===== config.mk =====
export PLATFORM = sky130hd
export DESIGN_NAME = qmult_seq
export DESIGN_NICKNAME = d
export VERILOG_FILES = /design/src/rtl/fxp_pkg.sv /design/src/rtl/qmult_seq.sv
export SDC_FILE = /design/constraint.sdc
export NUM_CORES = 1
export LEC_CHECK = 0
export ABC_CLOCK_PERIOD_IN_PS = 9500
export BUFFER_PORTS_ARGS = -buffer_cell sky130_fd_sc_hd__buf_4
export CAP_MARGIN = 10
export CORE_MARGIN = 3
export CORE_UTILIZATION = 50
export CTS_CLUSTER_DIAMETER = 60
export DETAILED_ROUTE_END_ITERATION = 16
export PLACE_DENSITY = 0.74
export SLEW_MARGIN = 25
export SYNTH_ARGS = -nofsm -noshare
export SYNTH_HDL_FRONTEND = slang
export SYNTH_SLANG_ARGS = --single-unit

===== constraint.sdc =====
create_clock -name i_clk -period 9.5 [get_ports i_clk]
set_clock_uncertainty 0.15 [all_clocks]
set_input_delay 1.9 -clock i_clk [delete_from_list [all_inputs] [get_ports i_clk]]
set_output_delay 1.9 -clock i_clk [all_outputs]
set_load 0.01 [all_outputs]

===== src/rtl/fxp_pkg.sv =====
// Shared sign-magnitude fixed-point format, common to the multiplier and the divider.
package fxp_pkg;

  localparam int FXP_N = 16;
  localparam int FXP_R = 8;

  typedef logic [FXP_N-1:0] fxp_t;

endpackage


===== src/rtl/qmult_seq.sv =====
// Iterative sign-magnitude fixed-point multiplier, one shift-and-add partial
// product per enabled cycle; handshake matches the iterative divider.
module qmult_seq
  import fxp_pkg::*;
#(
  parameter int Q = FXP_R,
  parameter int N = FXP_N
) (
  input  logic         i_clk,
  input  logic         i_reset,
  input  logic [N-1:0] i_multiplicand,
  input  logic [N-1:0] i_multiplier,
  input  logic         i_start,
  input  logic         i_enable,
  output logic [N-1:0] o_product,
  output logic         o_complete,
  output logic         o_overflow
);

  localparam int PW = 2*N-2;
  localparam int CW = $clog2(N);

  typedef enum logic {IDLE = 1'b0, BUSY = 1'b1} state_t;

  state_t         state, state_nxt;
  logic [PW-1:0]  mcand, mcand_nxt;
  logic [PW-1:0]  acc, acc_nxt;
  logic [PW-1:0]  sum;
  logic [N-2:0]   mplier, mplier_nxt;
  logic [CW-1:0]  count, count_nxt;
  logic           sign, sign_nxt;
  logic [N-1:0]   product_nxt;
  logic           overflow_nxt;

  // Accumulator value including this step's partial product.
  assign sum = acc + (mplier[0] ? mcand : '0);

  assign o_complete = (state == IDLE);

  always_ff @(posedge i_clk or posedge i_reset) begin
    if (i_reset) begin
      state      <= IDLE;
      mcand      <= '0;
      acc        <= '0;
      mplier     <= '0;
      count      <= '0;
      sign       <= 1'b0;
      o_product  <= '0;
      o_overflow <= 1'b0;
    end else begin
      state      <= state_nxt;
      mcand      <= mcand_nxt;
      acc        <= acc_nxt;
      mplier     <= mplier_nxt;
      count      <= count_nxt;
      sign       <= sign_nxt;
      o_product  <= product_nxt;
      o_overflow <= overflow_nxt;
    end
  end

  always_comb begin
    state_nxt    = state;
    mcand_nxt    = mcand;
    acc_nxt      = acc;
    mplier_nxt   = mplier;
    count_nxt    = count;
    sign_nxt     = sign;
    product_nxt  = o_product;
    overflow_nxt = o_overflow;
    if (i_enable) begin
      case (state)
        IDLE: begin
          if (i_start) begin
            mcand_nxt    = {{(PW-N+1){1'b0}}, i_multiplicand[N-2:0]};
            mplier_nxt   = i_multiplier[N-2:0];
            acc_nxt      = '0;
            sign_nxt     = i_multiplicand[N-1] ^ i_multiplier[N-1];
            overflow_nxt = 1'b0;
            count_nxt    = CW'(N-2);
            state_nxt    = BUSY;
          end
        end
        BUSY: begin
          acc_nxt    = sum;
          mcand_nxt  = {mcand[PW-2:0], 1'b0};
          mplier_nxt = {1'b0, mplier[N-2:1]};
          count_nxt  = count - 1'b1;
          if (count == '0) begin
            // Drop the Q fractional bits; anything above the magnitude field is overflow.
            product_nxt  = {sign, sum[N-2+Q:Q]};
            overflow_nxt = |sum[PW-1:N-1+Q];
            state_nxt    = IDLE;
          end
        end
        default: state_nxt = IDLE;
      endcase
    end
  end

endmodule


==> parameters.txt, run 1 <==
Parameter                              Value

Clocking
  Hold-fix buffers, CTS ... 0
  Clock slew at reported path FFs ... roughly 70 ps
  Number of buffers created by CTS ... 9
  Post-CTS setup repair buffer count ... 0
  Maximum number of buffers from clock root to sink ... 2
  Sink count of the clock tree ... between 90 and 100
  Clk_lat worst skew ... about 360 ps
  CTS root buf ... sky130_fd_sc_hd__clkbuf_16
  TritonCTS clock tree ... built
  # H-tree levels ... 3
  Cells resized by post-CTS repair ... 0

Pwr
  Sequential cell fraction of total power ... 40.1%
  Switching share of power ... about 37%
  Switching power total ... 0.0006886 W
  Internal Dissipation ... 0.001154 W
  Power per standard cell area ... between 200 and 300 nW/um2
  Static leakage power ... ~3.3 nW
  Max VDD drop ... about 0.18 mV
  Combinational Power Share ... a little under two fifths
  Clock power frac ... 22.7%

Critical path
  Req. time, crit path ... between 9000 and 10000 ps
  Kind of end point of the critical path ... flop
  Number of cell instances on the worst register-to-register path ... 12
  R2R setup slack ... approximately 5600 ps
  Setup CP Type ... reg2reg
  Crit path launch type ... flop
  Worst Path Arrival ... 3980 ps
  Reg-to-reg critical path endpoint ... o_product[10]
  Beginning of the worst register-to-register path ... mplier[0]
  Peak fanout along the critical path ... 31

Final layout
  Area occupied by multi-input gates ... 3060 um2
  Count of fill cells added during filler insertion ... 935
  Fraction of layout cells with a size suffix above 1 ... between 10% and 20%
  Sequential cell area ... 2454 um2
  Number of nets in the layout ... just over 700
  Ant. Diodes ... 0
  Layout overhead on the synthesized area ... 15.48%

Timing
  Final Hold Violating Endpoints ... 0
  Hold Slack ... about 330 ps
  Setup Viol. Count Final ... 0
  Final total negative setup slack ... 0 ps
  Post-layout minimum cycle time ... 3895 ps
  Actual transition at the worst max-transition pin ... 1004 ps
  Final count of pins violating max slew ... 0
  Fmax achieved ... 0.2567 GHz
  Max_slew headroom ... between 30 and 40%
  RSZ-0062 raised after global routing ... no
  Post-route clock period utilization ... 41.00%

Routing
  Number of optimization iterations in the first detailed-route pass ... 6
  First-iteration detailed-routing DRC count ... ~330
  Routed met1 length ... between 6 and 7 mm
  Average vias per placed instance ... roughly 5.8
  Detailed route wirelength on metal3 ... between 600 and 700 um
  Via total after detailed routing ... roughly 4600
  Top metal layer carrying routed signals ... met4
  DRC violations left ... 0
  Average routed wire per standard cell ... between 15 and 20 um
  Routed wire length ... about 13 mm
  Met2 routed WL ... ~6 mm
  Count of antenna-violating nets left after detailed routing ... 0

Floorplanning
  Starting utilization of the core area ... between 50 and 60%
  Die Outline Area ... 12630 um2
  Top-Level Pins ... 54
  Die extent in y ... between 100 and 150 um
  Die extent in x ... approximately 110 um
  Area of the core region ... roughly 11000 um2
  Standard-cell rows ... 38

Synth
  Most frequent cells after synthesis ... sky130_fd_sc_hd__nand2_1 (110), sky130_fd_sc_hd__dfrtp_1 (98), sky130_fd_sc_hd__o21ai_0 (64)
  Synthesized net count ... about 680
  Yosys warning count ... 0
  Post-synthesis cell type with the largest combined area ... sky130_fd_sc_hd__dfrtp_1
  Post-synthesis cell area ... between 5000 and 6000 um2
  Top FF cell, synth ... sky130_fd_sc_hd__dfrtp_1
  Area share of the leading cell type in the synthesized netlist ... around 43%
  Async set-or-reset flop fraction in the synthesized netlist ... 100.0%
  Count of state elements after synthesis ... ~100
  Post-synthesis cell count ... approximately 600
  Synth area leaders ... sky130_fd_sc_hd__dfrtp_1 (43%), sky130_fd_sc_hd__nand2_1 (7.3%), sky130_fd_sc_hd__ha_1 (6.9%)
  Number of flops mapped to enable cells by yosys ... 0
  Count of cell types in the netlist ... 48
  Leading cell type by number of instances after synthesis ... sky130_fd_sc_hd__nand2_1
  Sequential cell area fraction in the yosys report ... a little over two fifths
  Mean Syn Cell Area ... slightly above 9 um2

Place
  DP Wirelength ... 9.233 mm
  Quantity of I/O buffers inserted on ports ... 53
  Gp weighted congestion ... about 0.93

Min path
  Critical hold path startpoint ... o_product[13]
  Path type of the worst min-delay path ... reg2reg
  Hold depth ... 2
  Hold worst-path end ... o_product[13]

Global routing
  Global-route usage over all layers ... a little over a fifth
  Number of global-route vias before repair ... about 4600
  Antenna violations before repair ... 0
  Overall overflow remaining after global route ... 0
  Pin count of the biggest net entering global routing ... 59
  Wire length of the first global-routing pass ... about 22 mm

Flow run
  Max-cap check violation count ... 0

Outcome
  Outcome ... finished, final reports clean
[through the flow]
step / setup WS (ps) / total power (W) / utilization [%] / area, um2 / cells
after floorplan: 4888 / 0.001205 / - / 5657 / 611
after global placement: 5543 / 0.001381 / 56.34 / 6161 / 778
after detailed placement: 5583 / 0.001420 / 56.59 / 6188 / 779
after CTS: 5552 / 0.001849 / 59.74 / 6533 / 795
after global routing: 5259 / 0.001979 / 59.74 / 6533 / 795
final: 5605 / 0.001843 / 59.74 / 6533 / 795
[how the worst max path moves through the flow]
stage / end / depth (start not counted) / startpoint
2_1_floorplan: acc[0] / 1 / i_reset
3_3_place_gp: mcand[14] / 4 / i_start
3_5_place_dp: o_product[10] / 12 / mplier[0]
4_1_cts: o_product[10] / 12 / mplier[0]
5_1_grt: o_product[10] / 12 / mplier[0]
6_report: o_product[10] / 12 / mplier[0]
[power groups by stage]
stage / clock [W] / sequential, W / combinational (W)
3_5_place_dp: 0 / 0.000743 / 0.000677
2_1_floorplan: 0 / 0.000675 / 0.000530
4_1_cts: 0.000426 / 0.000739 / 0.000684
3_3_place_gp: 0 / 0.000736 / 0.000645
6_report: 0.000419 / 0.000739 / 0.000685
5_1_grt: 0.000443 / 0.000766 / 0.000770
[cell type report]
class                   instances  area share (%)
clock buffers                  10           3.505
clock inverters                 6           1.762
inverters                      11          0.6704
multi-input cells             472           46.85
flip-flops and latches         98           37.56
well taps                     140           2.681
repair buffers                 58           6.972
[placed cells by master (no fill, tap or decap), drive strengths merged, types with 10 or more instances in the layout]
master / synthesis / routed
a21oi: 39 / 39
a22o: 34 / 34
and2: 30 / 30
buf: 4 / 58
clkbuf: 26 / 10
dfrtp: 98 / 98
ha: 31 / 31
inv: 11 / 11
mux2i: 30 / 30
nand2: 110 / 110
nand3: 12 / 12
nor2: 26 / 26
o21ai: 64 / 64
xnor2: 10 / 10
xor2: 15 / 15
[worst max-delay path, cell delays in order (launching register included)]
cell and delay [ps]:
sky130_fd_sc_hd__dfrtp_1 890, sky130_fd_sc_hd__and2_1 230, sky130_fd_sc_hd__ha_1 190, sky130_fd_sc_hd__inv_1 60, sky130_fd_sc_hd__fa_1 390, sky130_fd_sc_hd__nand2b_1 200, sky130_fd_sc_hd__a21oi_1 300, sky130_fd_sc_hd__o21a_2 270
sky130_fd_sc_hd__a21oi_4 80, sky130_fd_sc_hd__o31ai_1 410, sky130_fd_sc_hd__a31oi_1 180, sky130_fd_sc_hd__xnor2_1 170, sky130_fd_sc_hd__mux2_2 270
[kinds of logic after synthesis]
kind of cell,Yosys count,synth area share (%)
simple gates,205,16.57
compound gates,176,20.15
flops,98,43.35
buf+inv,41,2.743
mux,34,6.105
fa+ha+maj,32,7.211
xor+xnor,25,3.871
[layer usage]
| layer | global-route usage (%) | vias up |
|---|---|---|
| met2 | 33.02 | 126 |
| met5 | 0 | - |
| met3 | 4.744 | 22 |
| li1 | - | 2252 |
| met1 | 30.25 | 2211 |
| met4 | 7.372 | 0 |
[flip-flops by register name, indices dropped and copies added, names as in the netlist]
| register | flops |
|---|---|
| acc | 30 |
| mcand | 30 |
| o_product | 16 |
| mplier | 15 |
| count | 4 |
| o_overflow | 1 |
| sign | 1 |
| state | 1 |
Power figures use the tool's default switching activity.
==> inputs of run 2 (changes only) <==
--- a/config.mk
+++ b/config.mk
@@ -5,14 +5,14 @@
 export SDC_FILE = /design/constraint.sdc
 export NUM_CORES = 1
 export LEC_CHECK = 0
-export ABC_CLOCK_PERIOD_IN_PS = 9500
+export ABC_CLOCK_PERIOD_IN_PS = 3200
 export BUFFER_PORTS_ARGS = -buffer_cell sky130_fd_sc_hd__buf_4
 export CAP_MARGIN = 10
 export CORE_MARGIN = 3
 export CORE_UTILIZATION = 50
 export CTS_CLUSTER_DIAMETER = 60
 export DETAILED_ROUTE_END_ITERATION = 16
-export PLACE_DENSITY = 0.74
+export PLACE_DENSITY = 0.77
 export SLEW_MARGIN = 25
 export SYNTH_ARGS = -nofsm -noshare
 export SYNTH_HDL_FRONTEND = slang
==> constraint.sdc (replaced) <==
create_clock -name i_clk -period 3.2 [get_ports i_clk]
set_clock_uncertainty 0.15 [all_clocks]
set_input_delay 0.64 -clock i_clk [delete_from_list [all_inputs] [get_ports i_clk]]
set_output_delay 0.64 -clock i_clk [all_outputs]
set_load 0.01 [all_outputs]
==> run 2 against run 1 <==
Core utilization is 0.51 points higher. Clock-buffer cell count is 1 higher. Maximum frequency is 27% higher. Global-route usage fell by 0.17 points.
==> parameters.txt, run 2 (synthesized netlist as in run 1, its figures left out) <==
Parameter                              Value

Outcome
  Outcome ... finished, final reports clean

Routing
  First-iteration detailed-routing DRC count ... 307
  Via total after detailed routing ... ~4600
  Count of antenna-violating nets left after detailed routing ... 0
  Average routed wire per standard cell ... about 16 um
  DRC violations left ... 0
  Average vias per placed instance ... roughly 5.7
  Routed wire length ... approximately 13 mm
  Number of optimization iterations in the first detailed-route pass ... 4

Floorplanning
  Area of the core region ... about 11000 um2
  Die extent in y ... about 110 um
  Standard-cell rows ... 38
  Top-Level Pins ... 54
  Starting utilization of the core area ... 51.73%
  Die Outline Area ... around 13000 um2
  Die extent in x ... about 110 um

Clocking
  Clk_lat worst skew ... between 300 and 400 ps
  Sink count of the clock tree ... 98
  Maximum number of buffers from clock root to sink ... 2
  Cells resized by post-CTS repair ... 0
  TritonCTS clock tree ... built
  CTS root buf ... sky130_fd_sc_hd__clkbuf_16
  Number of buffers created by CTS ... 9
  Clock slew at reported path FFs ... about 70 ps
  # H-tree levels ... 3
  Post-CTS setup repair buffer count ... 0
  Hold-fix buffers, CTS ... 0

Critical path
  Crit path launch type ... flop
  R2R setup slack ... ~140 ps
  Kind of end point of the critical path ... flop
  Delay of the slowest critical-path stage ... 480 ps
  Number of cell instances on the worst register-to-register path ... 11
  Worst Path Arrival ... about 3100 ps
  Library cell contributing the largest single delay on the critical path ... sky130_fd_sc_hd__or4b_4
  Peak fanout along the critical path ... 14
  Total number of cells along the worst setup path ... 11
  Critical Path Sink ... o_overflow
  Req. time, crit path ... between 3000 and 4000 ps
  Beginning of the worst register-to-register path ... mplier[0]
  Setup CP Type ... reg2reg
  Count of buffer and inverter cells on the critical path ... 1
  Critical Path, Cell by Cell ... buf_4 -> and2_1 -> ha_1 -> a21oi_2 -> o21a_1 -> o221ai_1 -> a221o_1 -> or4b_4 -> o211ai_2 -> and3_1 -> a32oi_1
  Setup crit start ... mplier[0]
  Cell family contributing the most delay on the critical path ... compound AO/OA/AOI/OAI gates
  Reg-to-reg critical path endpoint ... o_overflow

Final layout
  Biggest registers after layout ... acc (30), mcand (30), o_product (16)
  Number of nets in the layout ... about 730
  Leading cell types in the layout, fill and taps excluded ... sky130_fd_sc_hd__nand2_1 (110), sky130_fd_sc_hd__dfrtp_1 (97), sky130_fd_sc_hd__buf_4 (73), sky130_fd_sc_hd__o21ai_0 (62), sky130_fd_sc_hd__a22o_1 (34)
  Most common library cell in the layout ignoring fill and taps ... sky130_fd_sc_hd__nand2_1
  Fraction of layout cells with a size suffix above 1 ... between 10% and 20%
  Layout overhead on the synthesized area ... 16.48%
  Ant. Diodes ... 0
  Sequential cell area ... 2454 um2
  Count of fill cells added during filler insertion ... about 950
  Area occupied by multi-input gates ... 3075 um2

Timing
  Setup Viol. Count Final ... 0
  Post-layout minimum cycle time ... a little over 3000 ps
  Max_slew headroom ... about 53%
  Final worst setup slack ... 137.6 ps
  Final Hold Violating Endpoints ... 0
  Actual transition at the worst max-transition pin ... 704.9 ps
  Post-route clock period utilization ... between 90% and 100%
  Fmax achieved ... roughly 0.33 GHz
  Final count of pins violating max slew ... 0

Global routing
  Overall overflow remaining after global route ... 0
  Antenna violations before repair ... 0
  Wire length of the first global-routing pass ... ~22 mm
  Global-route usage over all layers ... a little over a fifth
  Pin count of the biggest net entering global routing ... 99
  Number of global-route vias before repair ... 4542

Place
  Quantity of I/O buffers inserted on ports ... between 50 and 60
  Gp weighted congestion ... 0.9932
  DP Wirelength ... roughly 9.4 mm
  Pre-CTS WS ... 135.7 ps

Pwr
  Max VDD drop ... about 0.58 mV
  Static leakage power ... 3.333 nW
  Power per standard cell area ... 804.9 nW/um2
  Pwr Total ... 0.005303 W

Flow run
  Max-cap check violation count ... 0

Min path
  Path type of the worst min-delay path ... in2async
## run 2: layer usage
metal / wire length [um] / GRT usage, % / part of all wire, % / vias to the layer above
met5: 0 / 0 / 0 / -
met4: 147 / 6.250 / 1.1 / 0
met3: 477 / 3.181 / 3.7 / 10
met2: 6032 / 33.77 / 47 / 103
met1: 6216 / 30.59 / 48 / 2240
li1: - / - / - / 2281
## run 2: worst min-delay path by stage
stage                        from       endpoint  slack (ps)  cells past startpoint
detailed placement  o_product[15]  o_product[15]         310                      2
CTS                       i_reset      mcand[29]         310                      3
global placement             sign  o_product[15]         310                      2
finish                    i_reset         acc[5]         270                      3
floorplan                    sign  o_product[15]         290                      2
global route              i_reset         acc[6]         350                      3
## run 2: cell type report
cell class              instances  share of cell area, %
inverters                      11                 0.6836
multi-input cells             472                  46.68
repair buffers                 74                  8.621
flip-flops and latches         98                  37.24
well taps                     140                  2.659
clock buffers                  11                  3.532
clock inverters                 5                 0.5887
## run 2: power by group
group	switching, W	total [W]	internal, W
registers	0.000398	0.00212	0.00172
clock network	0.000472	0.00100	0.000532
logic	0.00119	0.00218	0.000990
## run 2: per-stage QoR
step / std cells / area [um2] / setup TNS (ps) / utilization (%) / hold slack (ps)
global placement: 795 / 6302 / 0 / 57.63 / 309.8
CTS: 811 / 6574 / 0 / 60.11 / 313.4
global route: 811 / 6589 / -14.82 / 60.25 / 345.5
detailed placement: 795 / 6302 / 0 / 57.63 / 314.1
finish: 811 / 6589 / 0 / 60.25 / 275.0
floorplan: 611 / 5660 / 0 / - / 289.4
## run 2: tightest hold or removal path, stage by stage
cell and delay, ps:
sky130_fd_sc_hd__buf_4 120, sky130_fd_sc_hd__clkinvlp_4 70, sky130_fd_sc_hd__buf_12 380
